## src/rtl/uart_pkg.sv

```systemverilog
// Shared UART definitions: receiver/transmitter state encoding and line levels.
package uart_pkg;

  typedef enum logic [1:0] {
    IDLE  = 2'd0,
    START = 2'd1,
    DATA  = 2'd2,
    STOP  = 2'd3
  } state_t;

  localparam int   DATA_BITS   = 8;
  localparam logic IDLE_LEVEL  = 1'b1;
  localparam logic START_LEVEL = 1'b0;
  localparam logic STOP_LEVEL  = 1'b1;

endpackage

```

## src/rtl/uart_bit_timer.sv

```systemverilog
// Down-counting bit timer: tick is high while the count sits at zero.
module uart_bit_timer #(
  parameter int CLKS_PER_BIT = 1
) (
  input  logic                    clk_i,
  input  logic                    rst_i,
  input  logic                    load_i,
  input  logic [((CLKS_PER_BIT > 1) ? $clog2(CLKS_PER_BIT) : 1)-1:0] load_val_i,
  output logic                    tick_o
);

  localparam int CNT_W = (CLKS_PER_BIT > 1) ? $clog2(CLKS_PER_BIT) : 1;

  logic [CNT_W-1:0] cnt_q, cnt_d;

  // A load wins over counting; the counter parks at zero until reloaded.
  always_comb begin
    cnt_d = cnt_q;
    if (load_i) begin
      cnt_d = load_val_i;
    end else if (cnt_q != '0) begin
      cnt_d = cnt_q - 1'b1;
    end
  end

  always_ff @(posedge clk_i) begin
    if (rst_i) begin
      cnt_q <= '0;
    end else begin
      cnt_q <= cnt_d;
    end
  end

  assign tick_o = (cnt_q == '0);

endmodule

```

## src/rtl/uart_rx.sv

```systemverilog
// UART receiver: start/8 data bits MSB first/stop, byte out on a valid/ready handshake.
// Handshake: data is held stable while valid=1; a byte transfers on any cycle with valid&&ready.
module uart_rx
  import uart_pkg::*;
#(
  parameter int CLKS_PER_BIT = 1
) (
  input  logic       CLK,
  input  logic       RESET,
  input  logic       rx,
  output logic [7:0] data,
  output logic       valid,
  input  logic       ready,
  output logic       frame_err,
  output logic       overrun,
  output state_t     dbg_state
);

  localparam int CNT_W = (CLKS_PER_BIT > 1) ? $clog2(CLKS_PER_BIT) : 1;
  localparam int HALF  = (CLKS_PER_BIT - 1) / 2;
  localparam logic [CNT_W-1:0] RELOAD    = CNT_W'(CLKS_PER_BIT - 1);
  localparam logic [CNT_W-1:0] HALF_LOAD = CNT_W'((HALF > 0) ? HALF - 1 : 0);
  localparam logic [2:0]       LAST_BIT  = 3'(DATA_BITS - 1);

  state_t     state_q, state_d;
  logic [2:0] bit_cnt_q, bit_cnt_d;
  logic [7:0] shift_q, shift_d;
  logic [7:0] data_q, data_d;
  logic       valid_q, valid_d;
  logic       frame_err_q, frame_err_d;
  logic       overrun_q, overrun_d;

  logic             tick;
  logic             load;
  logic [CNT_W-1:0] load_val;
  logic             byte_done;
  logic             stop_bad;

  uart_bit_timer #(.CLKS_PER_BIT(CLKS_PER_BIT)) u_timer (
    .clk_i      (CLK),
    .rst_i      (RESET),
    .load_i     (load),
    .load_val_i (load_val),
    .tick_o     (tick)
  );

  always_comb begin
    state_d   = state_q;
    bit_cnt_d = bit_cnt_q;
    shift_d   = shift_q;
    load      = 1'b0;
    load_val  = RELOAD;
    byte_done = 1'b0;
    stop_bad  = 1'b0;
    unique case (state_q)
      IDLE: begin
        // With no room for a mid-start check, the falling edge itself commits to a frame.
        if (rx == START_LEVEL) begin
          load = 1'b1;
          if (HALF == 0) begin
            state_d   = DATA;
            load_val  = RELOAD;
            bit_cnt_d = LAST_BIT;
          end else begin
            state_d  = START;
            load_val = HALF_LOAD;
          end
        end
      end
      START: begin
        if (tick) begin
          if (rx == START_LEVEL) begin
            state_d   = DATA;
            load      = 1'b1;
            load_val  = RELOAD;
            bit_cnt_d = LAST_BIT;
          end else begin
            state_d = IDLE;
          end
        end
      end
      DATA: begin
        if (tick) begin
          shift_d  = {shift_q[6:0], rx};
          load     = 1'b1;
          load_val = RELOAD;
          if (bit_cnt_q == 3'd0) begin
            state_d = STOP;
          end else begin
            bit_cnt_d = bit_cnt_q - 3'd1;
          end
        end
      end
      STOP: begin
        // Leave at mid-stop so the next start edge can be seen as early as possible.
        if (tick) begin
          state_d = IDLE;
          if (rx == STOP_LEVEL) begin
            byte_done = 1'b1;
          end else begin
            stop_bad = 1'b1;
          end
        end
      end
      default: state_d = IDLE;
    endcase
  end

  always_comb begin
    data_d      = data_q;
    valid_d     = valid_q;
    frame_err_d = stop_bad;
    overrun_d   = 1'b0;
    if (byte_done) begin
      if (!valid_q || ready) begin
        data_d  = shift_q;
        valid_d = 1'b1;
      end else begin
        overrun_d = 1'b1;
      end
    end else if (valid_q && ready) begin
      valid_d = 1'b0;
    end
  end

  always_ff @(posedge CLK) begin
    if (RESET) begin
      state_q     <= IDLE;
      bit_cnt_q   <= 3'd0;
      shift_q     <= 8'h00;
      data_q      <= 8'h00;
      valid_q     <= 1'b0;
      frame_err_q <= 1'b0;
      overrun_q   <= 1'b0;
    end else begin
      state_q     <= state_d;
      bit_cnt_q   <= bit_cnt_d;
      shift_q     <= shift_d;
      data_q      <= data_d;
      valid_q     <= valid_d;
      frame_err_q <= frame_err_d;
      overrun_q   <= overrun_d;
    end
  end

  assign data      = data_q;
  assign valid     = valid_q;
  assign frame_err = frame_err_q;
  assign overrun   = overrun_q;
  assign dbg_state = state_q;

endmodule

```

## config.mk

```make
export PLATFORM = sky130hd
export DESIGN_NAME = uart_rx
export DESIGN_NICKNAME = d
export VERILOG_FILES = /design/src/rtl/uart_pkg.sv /design/src/rtl/uart_bit_timer.sv /design/src/rtl/uart_rx.sv
export SDC_FILE = /design/constraint.sdc
export NUM_CORES = 1
export LEC_CHECK = 0
export CAP_MARGIN = 20
export CELL_PAD_IN_SITES_DETAIL_PLACEMENT = 2
export CELL_PAD_IN_SITES_GLOBAL_PLACEMENT = 2
export CORE_UTILIZATION = 34
export CTS_CLUSTER_SIZE = 25
export DETAILED_ROUTE_END_ITERATION = 6
export PLACE_DENSITY = 0.89
export SYNTH_ARGS = -nofsm -noshare
export SYNTH_HDL_FRONTEND = slang
export SYNTH_HIERARCHICAL = 1
export SYNTH_SLANG_ARGS = --single-unit
```

## constraint.sdc

```tcl
create_clock -name CLK -period 2.27 [get_ports CLK]
set_input_delay 0.3405 -clock CLK [delete_from_list [all_inputs] [get_ports CLK]]
set_output_delay 0.3405 -clock CLK [all_outputs]
set_load 0.01 [all_outputs]
```

# == After elaboration in Yosys (flattened, before gate mapping) ==
# Index checks and enable logic that the tools add are counted.
# word_totals
ff_bits,25
in_bits,4
out_inout_bits,13
word_cells,61
# classes
addsub,2
eq_ne,10
n_mux,23
n_bitwise,3
reduce_logical,15
# op_table
op,count
two-way mux 2 bit,6
two-way mux 3 bit,4
inequality test 2 bit (second input constant),6
two-way mux 1 bit,10
case mux 3 bit (3 select lines),1
case mux 2 bit (4 select lines),1
AND reduction 2 bit,3
AND reduction 5 bit,1
equality test 2 bit (second input constant),2
AND reduction 4 bit,1
OR reduction 2 bit,2
zero test 3 bit,1
NOT 1 bit,3
case mux 1 bit (3 select lines),1
nonzero test 3 bit,1
OR reduction 3 bit,1
subtractor 3 x 1 -> 3 bit (second input constant),1
equality test 2 x 1 -> 1 bit (second input constant),1
zero test 2 bit,1
inequality test 2 x 1 -> 1 bit (second input constant),1
nonzero test 2 bit,1
logical AND 1 bit,1
zero test 1 bit,1
logical OR 1 bit,1
subtractor 1 bit (second input constant),1

# == Logic depth before layout (Yosys ltp) ==
# Gate-level depths: netlist of run 1.
# depth
word_depth,5
ltp_mapped,6
depth_no_buf,5

# == By module ==
# Netlist of run 1, hierarchy kept.
# by_module_without_submodules
mod,instances,cells_per_inst,area_per_inst_um2,seq_area_each_um2
uart_rx,1,114,1059.8,480.5
uart_bit_timer,1,3,32.5,20.0

# == Worst setup path before layout of run 1 ==
# Ideal clock, no wire load.
# synth_timing
path_type,register to register
startpoint,register state_q[0] (netlist: dbg_state[0])
endpoint,register bit_cnt_q[1]
t_arrival_ns,1.229
slack_ns,0.920
path_stages_with_launch,4
path_buffers,0
period_less_slack_ns,1.350
cell_sequence,dfxtp_1 -> and3b_1 -> a22oi_2 -> mux2_4
# synth_between
elab_chain_cells,3
word_cells_on_any_way,9
# synth_lines
item,line_no,source
"start, declared",uart_rx.sv:25,"state_t state_q, state_d;"
"start signal, assigned",uart_rx.sv:136,state_q <= state_d;
equality test 2 bit (tied with other cells),uart_rx.sv:55,unique case (state_q)
inequality test 2 bit (no line) / nonzero test 3 bit (equally long branches),n/a,
AND reduction 4 bit (no line),n/a,
"end signal, assigned",uart_rx.sv:137,bit_cnt_q <= bit_cnt_d;
"end, declared",uart_rx.sv:26,"logic [2:0] bit_cnt_q, bit_cnt_d;"
# Several ways; a longest one is shown, not always the timed one.
# A chain may end at the register's enable or synchronous reset.

# == Worst setup path after layout of run 1 ==
# layout_timing
startpoint,register state_q[1] (netlist: dbg_state[1])
endpoint,output dbg_state[1]
# layout_lines
item,line_no,source
"end, declared",uart_rx.sv:16,output state_t dbg_state
# No word-level cell between the ends.

==> results.py, run 1 <==
metrics = {
    "die": {
        "io_pins": 17,
        "die_h_um": 58.7,
        "die_x_um": 58.7,
        "die_area_mm2": 0.00344,
        "start_util_pct": 35.8,
        "rows": 20,
        "core_region_area_mm2": 0.00305,
    },
    "yosys": {
        "synth-compound-area-share_pct": 10.8,
        "synth_top_family_by_area": "simple AND/OR/NAND/NOR gates",
        "yosys.area_share.simple_pct": 25.5,
        "yosys_warnings": 6,
        "seq_area_frac_synth_pct": 45.8,
        "yosysTopAreaCell": "dfxtp_1",
        "synth.distinct_cells": 29,
        "syn-num-nets": 123,
        "muxShareOfSynthArea_pct": 8.71,
        "yosysMostFrequentCell": "dfxtp_1",
        "synth_area_leaders": "dfxtp_1 (46%), nand2b_1 (11%), mux2i_1 (7.3%)",
        "ys_top_cells_by_count": "dfxtp_1 (25), nand2b_1 (19), nand2_1 (18)",
        "synthCells": 117,
        "synth_area_mm2": 0.00109,
        "synth_fa_ha_area_share_pct": 2.29,
        "synth_edf_count": 0,
        "synth_top_cell_area_share_pct": 45.8,
        "ys_dominant_reg_cell": "dfxtp_1",
        "yosys.area_share.xor_xnor_pct": 0.802,
        "ys_async_sr_fraction_pct": 0,
        "avgSynthCellArea_um2": 9.34,
        "ys_seq_elements": 25,
    },
    "setup_path": {
        "r2r-end": "bit_cnt_q[2]",
        "crit_buf_inv": 1,
        "arrival_ps": 1460,
        "critical-path-top-delay-family": "buffers and inverters",
        "reg2reg_setup_slack_ps": 610,
        "criticalPathCategory": "flop to primary output",
        "r2r_start": "dbg_state[1]",
        "reg2reg_depth": 3,
        "crit_required_ps": 1930,
        "worstSetupEndpointType": "primary output",
        "slowest_delay_ps": 600,
        "path_max_fanout": 9,
        "crit_slowest_cell": "clkdlybuf4s50_1",
        "path_cells": "clkdlybuf4s50_1",
        "setup.worst_path.start_class": "flop",
    },
    "sta": {
        "fin_hold_ws_ps": 485,
        "setup_viol": 0,
        "rsz0062_at_grt": "no",
        "fin_crit_sh_pct": 79.1,
        "hold_viol": 0,
        "finalClockSkew_ps": 4.92,
        "min_period_ps": 1800,
        "fin_ws_ps": 474,
        "drv_slew": 0,
        "fin_tns_setup_ps": 0,
        "fmax_ghz": 0.557,
    },
    "layout": {
        "antennaDiodeCount": 0,
        "n_fill_cell": 351,
        "nets": 139,
        "drive_above_1_share_pct": 8.33,
        "final_cell_count_no_fill": 176,
        "area_growth_pct": 19.8,
    },
    "job": {
        "max_cap_viol_count": 0,
    },
    "power_and_ir_drop": {
        "p_sw_share_pct": 27.6,
        "p_clk_share_pct": 26.7,
        "power.internal_uw": 571,
        "vdd_drop_max_uv": 356,
        "p_per_area_mw_per_mm2": 603,
        "switching_power_uw": 218,
        "seq_power_share_pct": 59.0,
        "p_leak_uw": 0.000435,
        "pwr-share-comb_pct": 14.2,
    },
    "detailed_routing": {
        "wl_per_cell_um": 13.9,
        "route.detailed.drc": 0,
        "ant_nets": 0,
        "vias": 825,
        "drt-pass1-iter-count": 2,
        "routed_wl_um": 2450,
        "via_per_inst": 4.69,
        "drt-initial-drc-count": 6,
    },
    "cts": {
        "htreeDepth": 1,
        "clk_latency_ps": 320,
        "cts_setup_buffers": 0,
        "clockBufferDepth": 2,
        "cts.sinks": 25,
        "clkSlewWorstSetupHoldPaths_ps": 140,
        "cts_tree": "built",
        "cts_made_buffers": 3,
        "post_cts_resized": 0,
        "cts-root-buf": "clkbuf_4",
        "holdBufCountCts": 0,
    },
    "grt": {
        "overflow": 0,
        "grt_pass1_vias": 897,
        "grt_max_degree": 35,
        "grt_usage_pct": 15.9,
        "grt_pass1_wl_um": 4160,
        "antenna_found_initial": 0,
    },
    "worst_hold_path": {
        "hold_start": "shift_q[7]",
        "hp-class": "flop to flop",
        "min_to": "shift_q[7]",
        "hold_depth": 2,
    },
    "placement": {
        "pre_cts_ws_ps": 501,
        "dp.cells": 172,
        "port-buffer-count": 16,
        "dpl.hpwl_um": 1800,
        "gp_congestion": 0.751,
    },
    "status": {
        "status": "finished clean",
    },
}
-- worst max path at each step --
| stage | cells past startpoint | startpoint | endpoint |
|---|---|---|---|
| 4_1_cts | 1 | dbg_state[1] | dbg_state[1] |
| 6_report | 1 | dbg_state[1] | dbg_state[1] |
| 5_1_grt | 1 | dbg_state[1] | dbg_state[1] |
| 3_5_place_dp | 4 | rx | bit_cnt_q[1] |
| 3_3_place_gp | 4 | rx | bit_cnt_q[1] |
| 2_1_floorplan | 3 | dbg_state[0] | bit_cnt_q[1] |
-- area by class of cell --
| cell class | instances | area [um2] | share of cell area (%) |
|---|---|---|---|
| clock buffer | 3 | 22.5 | 1.72 |
| clock inverter | 1 | 7.51 | 0.574 |
| inverter | 5 | 18.8 | 1.43 |
| multi-input combinational | 80 | 529 | 40.4 |
| sequential | 25 | 500 | 38.2 |
| tap | 44 | 55.1 | 4.21 |
| timing repair buffer | 18 | 175 | 13.4 |
-- registers in the layout (all words and copies together) (netlist names) --
signal         flops
bit_cnt_q          3
valid              1
dbg_state          2
u_timer/cnt_q      1
frame_err          1
data               8
shift_q            8
overrun            1
-- worst min-delay path, delay by kind of cell, from the launching register on --
family           cells  cell delay (ps)
AO/OA/AOI/OAI        1               60
flip-flops           1              340
AND/OR/NAND/NOR      1               60
-- per-stage QoR --
step	power [uW]	utilization (%)	instance area [um2]
floorplan	559	-	1090
global placement	580	41.9	1280
detailed placement	589	41.9	1280
CTS	798	42.9	1310
global route	831	42.9	1310
finish	789	42.9	1310
-- cell usage in the layout (no fill, tap or decap), types with 2 or more instances in the layout --
master	n
ha_1	2
nor2_1	2
mux2i_1	8
nand4_1	2
clkbuf_4	3
buf_4	2
inv_1	5
nand2_1	18
clkdlybuf4s50_1	16
nand2b_1	19
nor3_1	2
dfxtp_1	25
and3b_1	2
a21oi_1	12
-- cell families after synthesis --
group                      count (synthesis)
AOI/OAI and AO/OA                         16
DFF                                       25
xor gates and xnor gates                   1
buffers and inverters                     12
other                                      1
muxes                                      9
and+or+nand+nor                           51
adders and majority gates                  2
-- power by group through the flow --
stage	Clock, uW	Sequential, uW	Combinational, uW
2_1_floorplan	0	471	88.3
3_3_place_gp	0	474	107
3_5_place_dp	0	475	114
4_1_cts	217	466	115
5_1_grt	238	468	125
6_report	211	466	112
-- routing by layer --
layer,GRT usage [%],up-vias,routed length (um)
li1,-,415,-
met1,18.8,404,1120
met2,30.0,6,1290
met3,2.64,0,37
met4,3.06,0,0
met5,0,-,0
(Power assumes the default switching activity.)
==> inputs of run 2 (changes only) <==
Settings changed: CORE_UTILIZATION 34 to 28, PLACE_DENSITY 0.89 to 0.8.
Clock period 2.27 ns to 1.55 ns, I/O delays scaled along.
==> run 2 against run 1 <==
Compared with the run above: total power rose by 59%; count of clock-buffer cells in the layout is the same; global-route usage is 2.1 points lower; clock skew shrank 2.3 ps; final cell count up 4.5%; sequential share of layout area is 1.7 points lower; sequential cell count did not move; combinational power up 63%; critical path type unchanged.
==> results.py, run 2 (same netlist as run 1, synthesis figures left out) <==
metrics = {
    "status": {
        "status": "finished clean",
    },
    "detailed_routing": {
        "wl_met2_um": 1310,
        "highest_layer": "met4",
        "via_per_inst": 4.61,
        "wl_met1_um": 1110,
        "wl_per_cell_um": 13.8,
        "route.met3.wl_um": 41,
        "route.detailed.drc": 0,
        "vias": 848,
        "ant_nets": 0,
        "drt-pass1-iter-count": 2,
        "routed_wl_um": 2530,
        "drt-initial-drc-count": 18,
    },
    "die": {
        "io_pins": 17,
        "die_x_um": 64.5,
        "start_util_pct": 29.6,
        "die_area_mm2": 0.00416,
        "core_region_area_mm2": 0.00369,
        "die_h_um": 64.5,
        "rows": 22,
    },
    "placement": {
        "dpl.hpwl_um": 1840,
        "port-buffer-count": 16,
        "dp.cells": 180,
        "placed_cell_area_mm2": 0.00133,
        "gp_congestion": 0.783,
    },
    "worst_hold_path": {
        "hp-class": "flop to flop",
    },
    "sta": {
        "fin_hold_ws_ps": 469,
        "worst_pin_slew_ps": 541,
        "setup_viol": 0,
        "finalClockSkew_ps": 2.66,
        "fmax_ghz": 0.672,
        "fin_tns_setup_ps": 0,
        "hold_viol": 0,
        "slew_headroom_pct": 63.6,
        "fin_crit_sh_pct": 96.1,
        "drv_slew": 0,
        "min_period_ps": 1490,
        "rsz0062_at_grt": "no",
    },
    "setup_path": {
        "arrival_ps": 1260,
        "critical-path-top-delay-family": "buffers and inverters",
        "path_max_fanout": 9,
        "setup.worst_path.start_class": "flop",
        "path_cells": "clkdlybuf4s50_1",
        "crit_buf_inv": 1,
        "crit_required_ps": 1320,
        "worstSetupEndpointType": "primary output",
        "crit_slowest_cell": "clkdlybuf4s50_1",
        "criticalPathCategory": "flop to primary output",
        "slowest_delay_ps": 570,
    },
    "grt": {
        "grt_pass1_wl_um": 4310,
        "grt_max_degree": 35,
        "grt_pass1_vias": 913,
        "grt_usage_pct": 13.8,
        "antenna_found_initial": 0,
        "overflow": 0,
    },
    "power_and_ir_drop": {
        "vdd_drop_max_uv": 310,
        "p_sw_share_pct": 25.7,
        "p_clk_share_pct": 31.1,
        "pwr-share-comb_pct": 14.5,
        "switching_power_uw": 323,
        "p_leak_uw": 0.000471,
        "seq_power_share_pct": 54.4,
        "p_per_area_mw_per_mm2": 911,
        "power.internal_uw": 931,
    },
    "layout": {
        "antennaDiodeCount": 0,
        "final_cell_count_no_fill": 184,
        "nets": 143,
        "area_growth_pct": 25.9,
        "drive_above_1_share_pct": 12.5,
        "final_common_cell": "dfxtp_1",
        "layout_common_cells": "dfxtp_1 (23), nand2b_1 (19), nand2_1 (18)",
        "final_area_mm2": 0.00138,
    },
    "cts": {
        "clk_latency_ps": 270,
        "htreeDepth": 1,
        "cts.sinks": 25,
        "cts_tree": "built",
        "clockBufferDepth": 2,
        "cts_made_buffers": 3,
        "clkSlewWorstSetupHoldPaths_ps": 90,
        "cts-root-buf": "clkbuf_8",
    },
    "job": {
        "max_cap_viol_count": 0,
    },
}
[run 2: cell count changes in the layout (fill, tap and decap cells not counted), sizes merged]
cell / delta
clkinvlp: -1
clkinv: +1
buf: +4
[run 2: timing repair]
item / CTS / global route
setup buffers: 0 / 0
gates resized for setup: 2 / 0
endpoints found under the setup margin: 2 / 0
hold buffers: 0 / 0
[run 2: final cells by class]
class,count,area [um2]
Inverter,5,18.8
Sequential cell,25,503
Multi-Input combinational cell,80,529
Clock inverter,1,5.00
Clock buffer,3,41.3
Fill cell,421,2310
Timing Repair Buffer,22,218
Tap cell,48,60.1
[run 2: path summary, 6_finish.rpt]
check | to | from | depth (start not counted) | slack (ps)
worst max-delay path | dbg_state[1] | dbg_state[1] | 1 | 60
worst min register to register | shift_q[7] | shift_q[7] | 2 | 470
worst max register to register | bit_cnt_q[2] | bit_cnt_q[0] | 6 | 140
worst min-delay path | shift_q[7] | shift_q[7] | 2 | 470
[run 2: per-stage QoR]
stage | util [%] | power [uW] | setup WS, ps
final | 37.3 | 1250 | 60.8
after global routing | 37.3 | 1320 | 15.3
after CTS | 37.3 | 1270 | 54.3
after detailed placement | 36.0 | 880 | -85.5
after global placement | 36.0 | 867 | 7.84
after floorplan | - | 819 | 200
[run 2: power groups by stage]
stage / logic (uW) / clock network (uW) / registers, uW
after floorplan: 129 / 0 / 690
after global placement: 173 / 0 / 694
after detailed placement: 184 / 0 / 696
after CTS: 186 / 404 / 683
after global routing: 204 / 430 / 686
final: 182 / 390 / 682
[run 2: routing by layer]
metal	vias up	global-route usage [%]
li1	421	-
met1	412	15.9
met4	0	6.94
met3	4	2.29
met5	-	0
met2	11	24.5
==> inputs of run 3 (changes only) <==
Settings changed: CTS_CLUSTER_SIZE 25 to 20.
==> results of run 3 <==
Same layout as run 2: the final DEF is identical, and so are final timing and power.
